**src/rtl/pwm_duty_sequencer.sv**
```systemverilog
// pwm_duty_sequencer: ramps the PWM duty toward a host or button target, one step per STEP_PERIODS PWM periods
// Ports: clk, rst (async, active-high); period_end (PWM wrap pulse);
//   tgt_valid/tgt_ready/tgt_duty (host target handshake); inc_pulse, dec_pulse (button steps);
//   abort (freeze duty); duty (to PWM comparator); busy (ramping); done (target reached pulse).
// Optional: define SOFT_START_EN to ramp to INIT_DUTY automatically after reset.
module pwm_duty_sequencer #(
  parameter int DUTY_W = 4,
  parameter int DUTY_MAX = 10,
  parameter int STEP_PERIODS = 2,
  parameter int INIT_DUTY = 5
) (
  input  logic              clk,
  input  logic              rst,
  input  logic              period_end,
  input  logic              tgt_valid,
  output logic              tgt_ready,
  input  logic [DUTY_W-1:0] tgt_duty,
  input  logic              inc_pulse,
  input  logic              dec_pulse,
  input  logic              abort,
  output logic [DUTY_W-1:0] duty,
  output logic              busy,
  output logic              done
);
  localparam int CW = $clog2(STEP_PERIODS + 1);
  localparam logic [DUTY_W-1:0] MAX = DUTY_W'(DUTY_MAX);
  localparam logic [DUTY_W-1:0] INIT = (INIT_DUTY > DUTY_MAX) ? MAX : DUTY_W'(INIT_DUTY);
  // Count preloaded to LAST so the first step after entering RAMP lands on the next period_end.
  localparam logic [CW-1:0] LAST = CW'(STEP_PERIODS - 1);
  typedef enum logic {IDLE, RAMP} state_t;
`ifdef SOFT_START_EN
  localparam state_t RST_STATE = (INIT == '0) ? IDLE : RAMP;
  localparam logic [DUTY_W-1:0] RST_TGT = INIT;
  localparam logic [CW-1:0] RST_PCNT = LAST;
`else
  localparam state_t RST_STATE = IDLE;
  localparam logic [DUTY_W-1:0] RST_TGT = '0;
  localparam logic [CW-1:0] RST_PCNT = '0;
`endif
  state_t state, state_n;
  logic [DUTY_W-1:0] target, target_n, duty_n, req, step;
  logic [CW-1:0] pcnt, pcnt_n;
  logic done_n;
  assign tgt_ready = (state == IDLE);
  // Host target wins over button pulses; buttons saturate at 0 and DUTY_MAX.
  assign req = tgt_valid ? ((tgt_duty > MAX) ? MAX : tgt_duty)
             : inc_pulse ? ((duty >= MAX) ? MAX : duty + DUTY_W'(1))
             : ((duty == '0) ? '0 : duty - DUTY_W'(1));
  assign step = (duty < target) ? duty + DUTY_W'(1) : duty - DUTY_W'(1);
  always_comb begin
    state_n = state;
    duty_n = duty;
    target_n = target;
    pcnt_n = pcnt;
    done_n = 1'b0;
    if (state == IDLE) begin
      if (tgt_valid || (inc_pulse ^ dec_pulse)) begin
        target_n = req;
        if (req != duty) begin
          state_n = RAMP;
          pcnt_n = LAST;
        end else begin
          done_n = tgt_valid;
        end
      end
    end else if (abort) begin
      state_n = IDLE;
      target_n = duty;
    end else if (period_end) begin
      if (pcnt == LAST) begin
        pcnt_n = '0;
        duty_n = step;
        if (step == target) begin
          state_n = IDLE;
          done_n = 1'b1;
        end
      end else begin
        pcnt_n = pcnt + CW'(1);
      end
    end
  end
  always_ff @(posedge clk or posedge rst) begin
    if (rst) begin
      state <= RST_STATE;
      duty <= '0;
      target <= RST_TGT;
      pcnt <= RST_PCNT;
      busy <= (RST_STATE == RAMP);
      done <= 1'b0;
    end else begin
      state <= state_n;
      duty <= duty_n;
      target <= target_n;
      pcnt <= pcnt_n;
      busy <= (state_n == RAMP);
      done <= done_n;
    end
  end
endmodule
```
**config.mk**
```make
export PLATFORM = sky130hd
export DESIGN_NAME = pwm_duty_sequencer
export DESIGN_NICKNAME = d
export VERILOG_FILES = /design/src/rtl/pwm_duty_sequencer.sv
export SDC_FILE = /design/constraint.sdc
export NUM_CORES = 1
export LEC_CHECK = 0
export CAP_MARGIN = 40
export CORE_AREA = 10 10 55 78
export CTS_CLUSTER_SIZE = 30
export DETAILED_ROUTE_END_ITERATION = 8
export DIE_AREA = 0 0 65 88
export HOLD_SLACK_MARGIN = 0.08
export SLEW_MARGIN = 20
export SYNTH_ARGS = -nofsm -noshare
export SYNTH_HDL_FRONTEND = slang
export SYNTH_SLANG_ARGS = --single-unit
```
**constraint.sdc**
```tcl
create_clock -name clk -period 2.05 [get_ports clk]
set_clock_uncertainty 0.15 [all_clocks]
set_input_delay 0.41 -clock clk [delete_from_list [all_inputs] [get_ports clk]]
set_output_delay 0.41 -clock clk [all_outputs]
set_load 0.01 [all_outputs]
```
==> qor.csv <==
stage,metric,value,unit
status,status,"complete, but fails checks",
status,violations,setup timing,
sta,drv_slew,0,
layout,antenna_cells,0,
logic_synthesis,seq_area_frac_synth,26.7,%
sta,whs,0.334,ns
placement,place.gp.congestion,0.844,
sta,layout_setup_ws,-0.150,ns
cts,root_buffer,clkbuf_8,
placement,dp_hpwl,2.57,mm
logic_synthesis,syn_area_per_cell,8.78,um2
logic_synthesis,syn_nets,147,
floorplan,core_area,0.00291,mm2
cts,clk_pin_slew,0.06,ns
detailed_routing,routed_wl,3.58,mm
critical_path,worstSetupEndpointType,flip-flop,
grt,gr-total-overflow,0,
critical_path,criticalPathCategory,flip-flop to flip-flop,
sta,setup_viol,5,
floorplan,dieArea,0.00572,mm2
logic_synthesis,yosysUniqueCellTypes,44,
logic_synthesis,yosysTopAreaCell,dfrtp_1,
cts,cts_buffer_depth,2,
logic_synthesis,netlist_top_cells_count,"14 x nand2_1, 12 x dfrtp_1, 9 x xnor2_1",
grt,grt_max_degree,13,
floorplan,die_width,65,um
sta,rsz0062_at_grt,true,
power_and_ir_drop,p_leak,0.000790,uW
sta,finalCritPeriodShare,107,%
critical_path,cp-start-kind,flip-flop,
detailed_routing,drc,0,
grt,antenna_found_initial,0,
critical_path,cp.arrival,2.18,ns
logic_synthesis,ys.flop_type,dfrtp_1,
floorplan,start_util,38.6,%
logic_synthesis,synth_edf_count,0,
floorplan,die_h,88,um
detailed_routing,drt_pass1_iterations,4,
power_and_ir_drop,ir_worst_vdd,1310,uV
cts,clock_latency,0.25,ns
cts,h-tree-depth,1,
layout,final_cells,229,
sta,hold_viol_final,0,
logic_synthesis,ys_ff_latch,12,
critical_path,path_max_fanout,7,
placement,io_buffers,17,
sta,fin_tns_setup,-0.558,ns
critical_path,required,2.03,ns
logic_synthesis,syn_area,0.00112,mm2
logic_synthesis,async_flop_share,100,%
detailed_routing,routedWlPerCell,15.6,um
grt,grt_pass1_vias,1268,
critical_path,worst_setup_path_startpoint,duty[1]$_DFFE_PP0P_,
sta,final.min_clock_period,2.20,ns
hold_path,min_path_type,input port to asynchronous set/reset pin,
detailed_routing,drt_iter0_drc,25,
run,cap_violations,0,
sta,fmaxAchievable,0.455,GHz
placement,placed_cells,214,
critical_path,crit_slowest_cell,dfrtp_2,
grt,grt_usage,11.9,%
logic_synthesis,yosysWarnings,0,
sta,max_slew_margin,66.7,%
layout,synthToLayoutAreaGrowth,69.8,%
detailed_routing,vias,1166,
layout,fin_nets,210,
floorplan,io_pins,18,
critical_path,cp_slowest_stage_delay,0.47,ns
cts,cts_hold_buf,0,
detailed_routing,ant_nets,0,
floorplan,rows,24,
logic_synthesis,synth_top_area_share,26.7,%
layout,layout-drive-gt1-share,48.9,%
cts,cts_tree,done,
detailed_routing,routed_via_density,5.09,
logic_synthesis,ys_top_cells_by_area,"dfrtp_1 27%, ha_1 8.9%, xnor2_1 7.0%",
critical_path,cp_cell_sequence,"inv_2, ha_4, nor3b_2, a31oi_1, o311ai_2, xnor2_1, nand4_2, nor2_4, o31a_1",
critical_path,cp_num_buf_inv,1,
cts,cts_sinks,12,
power_and_ir_drop,power_density,1740,mW/mm2
logic_synthesis,synth_most_common_cell,nand2_1,
logic_synthesis,netlist_instances,128,
cts,cts_buffers,3,
layout,final_core_util,65.5,%
grt,grt_pass1_wl,5.47,mm
sta,tightestPinTransition,0.499,ns
critical_path,cp_top_family,compound AO/OA/AOI/OAI gates,
critical_path,timing.rr.start,duty[1]$_DFFE_PP0P_,
[metrics by stage]
stage / power, uW / setup WS (ns) / area [um2]
2_1_floorplan: 1570 / -0.0326 / 1150
3_5_place_dp: 2390 / -0.458 / 1580
6_report: 3330 / -0.150 / 1910
4_1_cts: 2940 / -0.145 / 1730
3_3_place_gp: 2340 / -0.418 / 1580
5_1_grt: 3550 / -0.253 / 1910
[worst register-to-register path: stages (launching register included)]
cell and delay, ns:
dfrtp_2 0.47, inv_2 0.10, ha_4 0.20, nor3b_2 0.15, a31oi_1 0.20, o311ai_2 0.18, xnor2_1 0.17, nand4_2 0.13
nor2_4 0.05, o31a_1 0.29
[logic make-up (layout without fill, tap and decap cells)]
logic type | count (synthesis) | after routing | share of synthesized area, %
AOI/OAI and AO/OA | 36 | 36 | 22.0
xor gates and xnor gates | 11 | 11 | 8.58
adders and majority gates | 8 | 8 | 8.91
buffers and inverters | 15 | 77 | 8.24
DFF | 12 | 12 | 26.7
muxes | 3 | 3 | 2.67
and+or+nand+nor | 43 | 43 | 22.8
[layout by cell type (no fill, tap or decap), types with 5 or more instances in the layout]
master           count
inv_1                5
a21oi_1              5
nor2_1               7
o21ai_1              6
dfrtp_1              9
xnor2_1              8
buf_4               42
clkdlybuf4s50_1     15
nand2_1             14
[registers in the layout, indices dropped and copies added, names as in the netlist]
register  count
done          1
duty          4
pcnt          2
state         1
target        4
[final cells by class]
type / instances / area [um2]
Tap cell: 39 / 48.8
Multi-Input combinational cell: 101 / 927
Clock buffer: 4 / 55.1
Sequential cell: 12 / 304
Fill cell: 251 / 1000
Timing Repair Buffer: 63 / 528
Inverter: 10 / 45.0
[report_power, final]
group	internal (uW)	switching, uW	leakage (uW)
clock network	170	94.5	0.0000288
registers	346	106	0.000142
logic	1410	1200	0.000619
total	1930	1400	0.000790
[what timing repair did]
| action | CTS | global route |
|---|---|---|
| pin swaps | 7 | 13 |
| setup endpoints to repair | 6 | 10 |
| gates resized for setup | 11 | 30 |
| endpoints found under the hold margin | 0 | 0 |
| buffers inserted | 6 | 8 |
[worst paths after layout]
path | endpoint | cells past startpoint | slack (ns)
max | pcnt[1]$_DFFE_PP0P_ | 9 | -0.15
min | duty[3]$_DFFE_PP0P_ | 2 | 0.33
max reg2reg | pcnt[1]$_DFFE_PP0P_ | 9 | -0.15
min reg2reg | pcnt[0]$_DFFE_PP0P_ | 1 | 0.39
max in group asynchronous | duty[0]$_DFFE_PP0P_ | 2 | 1.05
min in group clk | pcnt[0]$_DFFE_PP0P_ | 1 | 0.39
[layer usage]
| metal | routed length (um) | up-vias | global-route usage, % |
|---|---|---|---|
| met1 | 1330 | 557 | 11.2 |
| met5 | 0 | - | 0 |
| met2 | 2080 | 19 | 23.7 |
| li1 | - | 583 | - |
| met4 | 79 | 0 | 6.45 |
| met3 | 89 | 7 | 1.79 |
Power figures use the tool's default switching activity.
